**src/rtl/rca_pkg.sv**
```systemverilog
// Shared types for blocks built around the 4-bit ripple-carry adder slice.
package rca_pkg;

  localparam int SLICE_W = 4;

  typedef logic [SLICE_W-1:0] slice_t;

  typedef enum logic [1:0] {
    IDLE = 2'd0,
    RUN  = 2'd1,
    DONE = 2'd2
  } state_t;

endpackage

```
**src/rtl/rca_wide_add_seq.sv**
```systemverilog
// Wide adder that time-multiplexes an external 4-bit RCA, one nibble per cycle, LSB first.
// Latency NSLICE cycles after acceptance; holds result in DONE until out_ready, single op in flight.
module rca_wide_add_seq
  import rca_pkg::*;
#(
  parameter int WIDTH = 16
) (
  input  logic               clk,
  input  logic               rst,
  input  logic               in_valid,
  output logic               in_ready,
  input  logic [WIDTH-1:0]   op_a,
  input  logic [WIDTH-1:0]   op_b,
  input  logic               op_cin,
  output logic               out_valid,
  input  logic               out_ready,
  output logic [WIDTH-1:0]   result,
  output logic               carry_out,
  output logic [SLICE_W-1:0] add_a,
  output logic [SLICE_W-1:0] add_b,
  output logic               add_cin,
  input  logic [SLICE_W-1:0] add_sum,
  input  logic               add_cout
);

  localparam int NSLICE = WIDTH / SLICE_W;
  localparam int IDX_W  = (NSLICE > 1) ? $clog2(NSLICE) : 1;
  localparam logic [IDX_W-1:0] LAST_IDX = IDX_W'(NSLICE - 1);

  if ((WIDTH % SLICE_W) != 0 || WIDTH < SLICE_W) begin : g_width_check
    $error("rca_wide_add_seq: WIDTH must be a positive multiple of 4");
  end

  state_t           state;
  logic [IDX_W-1:0] idx;
  logic             carry;
  logic [WIDTH-1:0] a_q;
  logic [WIDTH-1:0] b_q;

  assign in_ready  = (state == IDLE);
  assign out_valid = (state == DONE);

  // Operand slices are only presented to the RCA while running; idle/done drive zeros.
  always_comb begin
    add_a   = '0;
    add_b   = '0;
    add_cin = 1'b0;
    if (state == RUN) begin
      add_a   = a_q[idx*SLICE_W +: SLICE_W];
      add_b   = b_q[idx*SLICE_W +: SLICE_W];
      add_cin = carry;
    end
  end

  always_ff @(posedge clk or posedge rst) begin
    if (rst) begin
      state     <= IDLE;
      idx       <= '0;
      carry     <= 1'b0;
      a_q       <= '0;
      b_q       <= '0;
      result    <= '0;
      carry_out <= 1'b0;
    end else begin
      case (state)
        IDLE: begin
          if (in_valid) begin
            a_q   <= op_a;
            b_q   <= op_b;
            carry <= op_cin;
            idx   <= '0;
            state <= RUN;
          end
        end
        RUN: begin
          result[idx*SLICE_W +: SLICE_W] <= add_sum;
          carry <= add_cout;
          if (idx == LAST_IDX) begin
            carry_out <= add_cout;
            idx       <= '0;
            state     <= DONE;
          end else begin
            idx <= idx + 1'b1;
          end
        end
        DONE: begin
          if (out_ready) state <= IDLE;
        end
        default: state <= IDLE;
      endcase
    end
  end

endmodule
```
**config.mk**
```make
export PLATFORM = sky130hd
export DESIGN_NAME = rca_wide_add_seq
export DESIGN_NICKNAME = d
export VERILOG_FILES = /design/src/rtl/rca_pkg.sv /design/src/rtl/rca_wide_add_seq.sv
export SDC_FILE = /design/constraint.sdc
export NUM_CORES = 1
export LEC_CHECK = 0
export ABC_AREA = 1
export BUFFER_PORTS_ARGS = -buffer_cell sky130_fd_sc_hd__buf_2
export CORE_MARGIN = 2
export CORE_UTILIZATION = 54
export CTS_CLUSTER_SIZE = 12
export DETAILED_ROUTE_END_ITERATION = 7
export PLACE_DENSITY_LB_ADDON = 0.3
export SLEW_MARGIN = 20
export SYNTH_ARGS = -nofsm -noshare
export SYNTH_HDL_FRONTEND = slang
export SYNTH_SLANG_ARGS = --single-unit
export TNS_END_PERCENT = 1
```
**constraint.sdc**
```tcl
create_clock -name clk -period 4.8 [get_ports clk]
set_clock_uncertainty 0.15 [all_clocks]
set_input_delay 0 -clock clk [delete_from_list [all_inputs] [get_ports clk]]
set_output_delay 0 -clock clk [all_outputs]
set_load 0.005 [all_outputs]
```
After elaboration in Yosys (flattened, before gate mapping)

Index checks and enable logic that the tools add are counted.

Add/subtract/negate cells: 2
Equality and inequality tests: 6
Shifts and indexed selects: 4
Mux-type cells: 13
Reduce and logical (&&, ||, !) cells: 6

Operators with widths:

| kind                                                                    | count |
|---|---|
| 4-bit negator with 34-bit output                                        | 1 |
| 4-bit by 34-bit variable shift with 16-bit output, first input constant | 1 |
| 4-bit by 34-bit variable part select with 16-bit output                 | 1 |
| 16-bit by 5-bit variable part select with 4-bit output                  | 2 |
| 16-bit bitwise mux                                                      | 1 |
| 2-bit 2-to-1 mux                                                        | 5 |
| 4-bit 2-to-1 mux                                                        | 2 |
| 2-bit one-hot mux with 3 select lines                                   | 1 |
| 2-bit AND reduction                                                     | 3 |
| 2-bit == test, second input constant                                    | 2 |
| 2-bit by 1-bit != test with 1-bit output, second input constant         | 2 |
| 2-bit one-hot mux with 2 select lines                                   | 1 |
| 3-bit AND reduction                                                     | 1 |
| 2-bit by 1-bit adder with 2-bit output, second input constant           | 1 |
| 2-bit by 1-bit == test with 1-bit output, second input constant         | 1 |
| 2-bit zero test                                                         | 1 |
| 1-bit 2-to-1 mux                                                        | 2 |
| 2-bit != test, second input constant                                    | 1 |
| 1-bit one-hot mux with 2 select lines                                   | 1 |
| 2-bit nonzero test                                                      | 1 |

Register bits after elaboration: 54
Input bits: 42
Logic and storage cells: 38

Logic depth before layout (Yosys ltp)

Gate-level depths: netlist of run 1.

Depth after elaboration: 3
Gate-level depth with buffers: 9
Depth with buffers taken out: 7

Worst setup path before layout of run 1

OpenSTA, ideal clock, no wires.

Path kind: reg2reg
Start point: register idx[0]
End point: register result[12]
Setup time: 65 ps
Data arrival time: 1,497 ps
Required time: 4,585 ps
Path slack: 3,088 ps
Stages on the path, launching flop included: 10
Path buffers: 2
Period minus slack after synthesis: 1,712 ps
Path through: dfrtp_1 -> buf_2 -> inv_1 -> buf_2 -> ha_1 -> inv_1 -> nand2_1 -> nor2_4 -> nand2_1 -> nand2_1

Longest elaborated chain between the ends: 3

Ends and longest elaborated chain:

| what                                                                                                                                | line                   | source |
|---|---|---|
| start: declaration                                                                                                                  | rca_wide_add_seq.sv:35 | `logic [IDX_W-1:0] idx;` |
| start signal: assignment                                                                                                            | rca_wide_add_seq.sv:83 | `idx <= idx + 1'b1;` |
| 4-bit negator with 34-bit output *                                                                                                  | rca_wide_add_seq.sv:76 | `result[idx*SLICE_W +: SLICE_W] <= add_sum;` |
| 4-bit by 34-bit variable part select with 16-bit output / 4-bit by 34-bit variable shift with 16-bit output (equally long branches) | rca_wide_add_seq.sv:76 |  |
| 16-bit bitwise mux *                                                                                                                | rca_wide_add_seq.sv:76 |  |
| end signal: indexed assignment                                                                                                      | rca_wide_add_seq.sv:76 |  |
| end: declaration                                                                                                                    | rca_wide_add_seq.sv:17 | `output logic [WIDTH-1:0] result,` |

Mark *: on every way between the ends. The rest lies on a longest branch, timed or not.
A chain may end at the register's enable or synchronous reset.

Worst setup path after layout of run 1

Start point: register idx[0]
End point: register result[14]

The elaborated chain is that of the path after synthesis.

==> results of run 1 <==
final timing paths:
check	from	endpoint	slack, ns	cells after the start
worst max-delay path	idx[0]	result[14]	2.27	7
worst min-delay path	rst	result[1]	0.28	4
worst max register to register	idx[0]	result[14]	2.27	7
worst min register to register	carry_out	carry_out	0.32	2
max in group asynchronous	rst	a_q[8]	3.75	4
min in group clk	out_ready	state[1]	0.28	3
metal layers:
layer	part of all wire, %	wire, um	track usage [%]	vias to the layer above
li1	-	-	-	1212
met1	41	2570	27.7	1154
met2	52	3240	43.9	84
met3	5.2	324	5.62	17
met4	1.9	119	7.80	0
met5	0	0	0	-
sequential cells by signal (all words and copies together), names as in the netlist:
signal     count
a_q           16
b_q           16
result        16
idx            2
state          2
carry          1
carry_out      1
layout make-up:
cell class / count / area share [%]
well taps: 67 / 2.32
inverters: 45 / 4.67
repair buffers: 114 / 21.9
clock buffers: 5 / 1.90
flip-flops and latches: 54 / 37.4
clock inverters: 3 / 1.11
multi-input cells: 213 / 30.8
logic make-up (layout without fill, tap and decap cells):
logic type,Yosys count,count (layout),share of synthesized area [%]
adder cells (fa/ha/maj),5,5,2.29
flip-flops,54,54,49.5
AND/OR/NAND/NOR,160,160,25.4
AO/OA/AOI/OAI,48,48,13.0
buffers and inverters,58,167,9.89
worst max-delay path: cells and delay by family (launching register included):
kind	cells	cell delay [ns]
adders and majority gates	1	0.44
buffers and inverters	2	0.69
and+or+nand+nor	4	0.41
DFF	1	0.78
per-stage QoR:
step,area [um^2],utilization (%),std cells,setup slack (ns)
6_report,3620,75.6,501,2.27
2_1_floorplan,2730,-,325,3.09
3_3_place_gp,3080,64.3,450,2.46
3_5_place_dp,3080,64.3,450,2.35
5_1_grt,3620,75.6,501,1.96
4_1_cts,3620,75.6,501,2.29
power by group through the flow:
stage / Sequential [mW] / Combinational (mW) / Clock (mW)
final: 0.758 / 0.978 / 0.299
after global routing: 0.784 / 1.11 / 0.321
after CTS: 0.758 / 0.980 / 0.305
after detailed placement: 0.766 / 0.934 / 0
after global placement: 0.756 / 0.913 / 0
after floorplan: 0.726 / 0.733 / 0
cell usage in the layout, fill, tap and decap left out:
cell           count
inv_1             42
nand3_1           26
a21oi_1           10
clkinv_2           2
buf_2             69
nand2_2            1
dlygate4sd3_1     43
o21ai_1            5
nor2_4             3
or2_2              1
a21oi_2           30
ha_1               5
nor2_1            32
clkinv_1           1
inv_2              2
clkbuf_8           5
dfrtp_1           54
buf_4              2
bufinv_16          1
nor2_2             8
o31ai_1            1
o21ai_0            2
nand2_4            2
nand2_1           87
timing repair:
item / 4_1_cts / 5_1_grt
gates resized for setup: 0 / 0
hold buffers: 43 / 0
endpoints found under the hold margin: 106 / 0
==> reports/qor.yml, run 1 <==
run_status:
  status: "completed"
layout:
  syn2layout_area_growth_pct: 32.4
  multiInputGateArea_um2: 1110
  n_fill_cell: 365
  seqCellArea_um2: 1350
  drive_gt1_share_pct: 29.0
  antennaDiodeCount: 0
  fin_nets: 480
critical_path:
  crit_chain: "inv_1 > ha_1 > inv_1 > nand2_1 > nor2_1 > nand2_1 > nand2_1"
  cp_common_cell: "nand2_1"
  arrival_ns: 2.62
  slowest_stage: "dfrtp_1"
  cp_slowest_stage_delay_ns: 0.78
  critPathMaxFanout: 25
  crit_required_ns: 4.90
  critPathCaptureType: "flip-flop"
  crit_path_start_kind: "flip-flop"
  worstSetupPathType: "flip-flop to flip-flop"
floorplanning:
  fp.dieW_um: 75.1
  dieArea_um2: 5650
  start_util_pct: 57.1
  die_height_um: 75.1
  row_count: 25
  core_area_um2: 4790
  ios: 70
routing:
  avgViaCountPerCell: 4.92
  ant_nets: 0
  drt_wl_total_mm: 6.25
  drt_drc_violations_left: 0
  drt_first_pass_iters: 4
  wl_per_cell_um: 12.5
  num_vias: 2467
  first_iter_violations: 145
synthesis:
  synth_top_area_share_pct: 49.5
  synth_most_common_cell: "nand2_1"
  netlist_instances: 325
  syn_area_um2: 2730
  synth_warnings: 0
  synth_ff_type: "dfrtp_1"
  ys_seq_area_share_pct: 49.5
  yosysTopAreaCell: "dfrtp_1"
  ys_ff_latch: 54
  netlist_top_cells_count: "nand2_1, dfrtp_1, inv_1, nor2_1, a21oi_2"
  synth-edff-count: 0
  synthArstFlopShare_pct: 100
  ys_types: 20
  mappedNetlistNets: 372
  synth_area_per_cell_um2: 8.41
  synth_area_leaders: "dfrtp_1, nand2_1, a21oi_2, inv_1, nand3_1"
sta:
  whs_ns: 0.281
  slew_headroom_pct: 50.4
  hold_viol_final: 0
  setup_tns_ns: 0
  slew_violations: 0
  fmax_ghz: 0.396
  period_needed_ns: 2.53
  tightest_slew_ns: 0.743
  fin_crit_sh_pct: 52.6
  rsz0062_at_grt: "false"
  finalSetupViolCount: 0
pwr:
  ir_worst_vdd_v: 0.000362
  p_total_mw: 2.03
  clkPwrFrac_pct: 14.7
  pwr-share-comb_pct: 48.1
  pwr_density_cell_nw_per_um2: 562
  cellLeakagePower_nw: 1.95
  internal_power_mw: 1.18
  seqPwrFrac_pct: 37.3
  p_switching_mw: 0.851
  power_switching_share_pct: 41.8
flow_run:
  maxCapViolations: 0
clock_network:
  cts_tree: "done"
  post_cts_buffers: 0
  cts-root-buf: "clkbuf_8"
  clock_path_buffers: 2
  cts-buffers-inserted: 5
  clk-insertion-delay-late_ns: 0.30
  cts.sinks: 54
  cts-htree-levels: 2
  cts.clk_slew.worst_paths_ns: 0.09
grt:
  antenna_found_initial: 0
  grt_first_pass_wirelength_mm: 10.3
  grt_pass1_vias: 2393
  grt-ovfl-total: 0
  grt_util_all_layers_pct: 24.0
  grt_max_degree: 55
min_path:
  hp-class: "input pin to async pin"
placement:
  hpwl_mm: 3.98
  io_buffers: 69
  gp_congestion: 0.857
Power figures use the tool's default switching activity.
==> run 2: changes to the inputs <==
--- a/config.mk
+++ b/config.mk
@@ -8,7 +8,7 @@
 export ABC_AREA = 1
 export BUFFER_PORTS_ARGS = -buffer_cell sky130_fd_sc_hd__buf_2
 export CORE_MARGIN = 2
-export CORE_UTILIZATION = 54
+export CORE_UTILIZATION = 48
 export CTS_CLUSTER_SIZE = 12
 export DETAILED_ROUTE_END_ITERATION = 7
 export PLACE_DENSITY_LB_ADDON = 0.3
==> constraint.sdc (replaced) <==
create_clock -name clk -period 2.1 [get_ports clk]
set_clock_uncertainty 0.15 [all_clocks]
set_input_delay 0 -clock clk [delete_from_list [all_inputs] [get_ports clk]]
set_output_delay 0 -clock clk [all_outputs]
set_load 0.005 [all_outputs]
==> reports/qor.yml, run 2 (synthesis results as in run 1) <==
run_status:
  status: "completed"
floorplanning:
  ios: 70  # unchanged
  row_count: 27  # +8.0%
  fp.dieW_um: 79.5  # +5.7%
  die_height_um: 79.5  # +5.7%
  start_util_pct: 49.6  # -7.5 points
  dieArea_um2: 6310  # +12%
  core_area_um2: 5510  # +15%
sta:
  slew_violations: 0  # unchanged
  slew_headroom_pct: 59.0  # +8.5 points
  fmax_ghz: 0.568
  setup_tns_ns: 0  # unchanged
  hold_viol_final: 0  # unchanged
  fin_crit_sh_pct: 83.8
  rsz0062_at_grt: "false"
  tightest_slew_ns: 0.615  # -0.128 ns
  period_needed_ns: 1.76
  finalSetupViolCount: 0  # unchanged
clock_network:
  cts-htree-levels: 2  # unchanged
  cts.clk_slew.worst_paths_ns: 0.10  # about the same
  cts-root-buf: "clkbuf_8"
  cts_tree: "done"
  cts-buffers-inserted: 5  # unchanged
  clock_path_buffers: 2  # unchanged
  cts.sinks: 54  # unchanged
  clk-insertion-delay-late_ns: 0.31  # about the same
  post_cts_buffers: 0  # unchanged
placement:
  hpwl_mm: 4.21  # +5.9%
  gp_congestion: 0.853  # -0.54%
  io_buffers: 69  # unchanged
  placed_cells: 460  # +2.2%
critical_path:
  critPathCaptureType: "output port"
  worstSetupPathType: "flip-flop to output port"
  slowest_stage: "dfrtp_1"
  arrival_ns: 1.61  # -1.01 ns
  crit_chain: "inv_1 > buf_4 > nand2_1 > nand3_1 > a21oi_1 > buf_2"
  crit_required_ns: 1.95  # -2.95 ns
  crit_path_start_kind: "flip-flop"
  critPathMaxFanout: 16  # -36%
  cp_slowest_stage_delay_ns: 0.39  # -0.39 ns
grt:
  grt-ovfl-total: 0  # unchanged
  grt_max_degree: 40  # -27%
  grt_pass1_vias: 2354  # -1.6%
  grt_util_all_layers_pct: 22.3  # -1.7 points
  grt_first_pass_wirelength_mm: 10.9  # +5.9%
  antenna_found_initial: 0  # unchanged
layout:
  syn2layout_area_growth_pct: 34.6
  reg.largest.list: "a_q x16, b_q x16, result x16"
  mostFrequentLayoutCells: "nand2_1, buf_2, dfrtp_1"
  n_fill_cell: 479  # +31%
  multiInputGateArea_um2: 1110  # unchanged
  layoutNonFillerInstCount: 510  # +1.8%
  fin_nets: 484  # +0.83%
  final_core_util_pct: 66.8  # -8.8 points
  antennaDiodeCount: 0  # unchanged
  drive_gt1_share_pct: 29.9  # +0.88 points
  seqCellArea_um2: 1350  # unchanged
  layout_commonest_cell: "nand2_1"
routing:
  num_vias: 2424  # -1.7%
  avgViaCountPerCell: 4.75  # -3.5%
  first_iter_violations: 101  # -30%
  drt_wl_total_mm: 6.40  # +2.3%
  drt_first_pass_iters: 4  # unchanged
  drt_drc_violations_left: 0  # unchanged
  wl_per_cell_um: 12.5  # +0.50%
  ant_nets: 0  # unchanged
pwr:
  pwr-share-comb_pct: 50.3  # +2.2 points
  clkPwrFrac_pct: 14.4  # -0.3 points
  power_switching_share_pct: 41.8  # -0.065 points
  seqPwrFrac_pct: 35.3  # -2.0 points
  p_switching_mw: 1.97  # +130%
  ir_worst_vdd_v: 0.000701  # +94%
  internal_power_mw: 2.74  # +130%
  cellLeakagePower_nw: 1.98  # +1.5%
  p_total_mw: 4.71  # +130%
  pwr_density_cell_nw_per_um2: 1280  # +130%
min_path:
  hp-class: "input pin to async pin"
flow_run:
  maxCapViolations: 0  # unchanged
[run 2: changes by cell type in the layout (fill, tap and decap cells not counted)]
cell	before	now
clkinv_2	2	0
buf_4	2	5
bufinv_16	1	0
dlygate4sd3_1	43	42
buf_12	0	2
clkbuf_8	5	8
[run 2: timing repair]
action	in CTS	in global routing
hold buffers	42	0
endpoints found under the hold margin	77	0
gates resized for setup	0	0
[run 2: layout make-up]
cell class	count	share of cell area, %
flip-flops and latches	54	36.7
repair buffers	118	22.9
clock buffers	8	2.99
multi-input cells	213	30.3
inverters	45	4.59
well taps	72	2.45
[run 2: worst paths after layout]
path                       startpoint        end  slack [ns]  cells past startpoint
max                            idx[0]   add_b[2]        0.34                      6
min                               rst  result[5]        0.15                      3
max reg2reg                    idx[0]  result[9]        0.46                      6
min reg2reg                 carry_out  carry_out        0.33                      2
max in group asynchronous         rst     b_q[8]        1.07                      4
min in group clk            out_ready   state[1]        0.27                      3
[run 2: worst max-delay path, delay by kind of cell (launching register included)]
kind	cells	cell delay (ns)
buf+inv	3	0.67
flops	1	0.39
simple gates	2	0.16
compound gates	1	0.07
[run 2: power by group through the flow]
stage	clock network [mW]	registers [mW]	logic [mW]
2_1_floorplan	0	1.66	1.68
3_3_place_gp	0	1.67	2.26
3_5_place_dp	0	1.68	2.30
4_1_cts	0.687	1.66	2.38
5_1_grt	0.737	1.70	2.69
6_report	0.678	1.66	2.37
[run 2: layer usage]
metal / global-route usage (%) / share of wire, % / up-vias / wire length, um
li1: - / - / 1226 / -
met1: 29.2 / 45 / 1126 / 2860
met2: 37.5 / 49 / 66 / 3150
met3: 4.41 / 4.8 / 6 / 306
met4: 6.38 / 1.2 / 0 / 74
met5: 0 / 0 / - / 0
[run 2: metrics by stage]
step	hold slack (ns)	setup WS (ns)	area (um^2)
6_report	0.147	0.340	3680
5_1_grt	0.197	0.223	3680
4_1_cts	0.174	0.350	3680
3_5_place_dp	-0.0409	0.499	3150
3_3_place_gp	-0.0533	0.527	3150
2_1_floorplan	-0.0527	0.388	2730
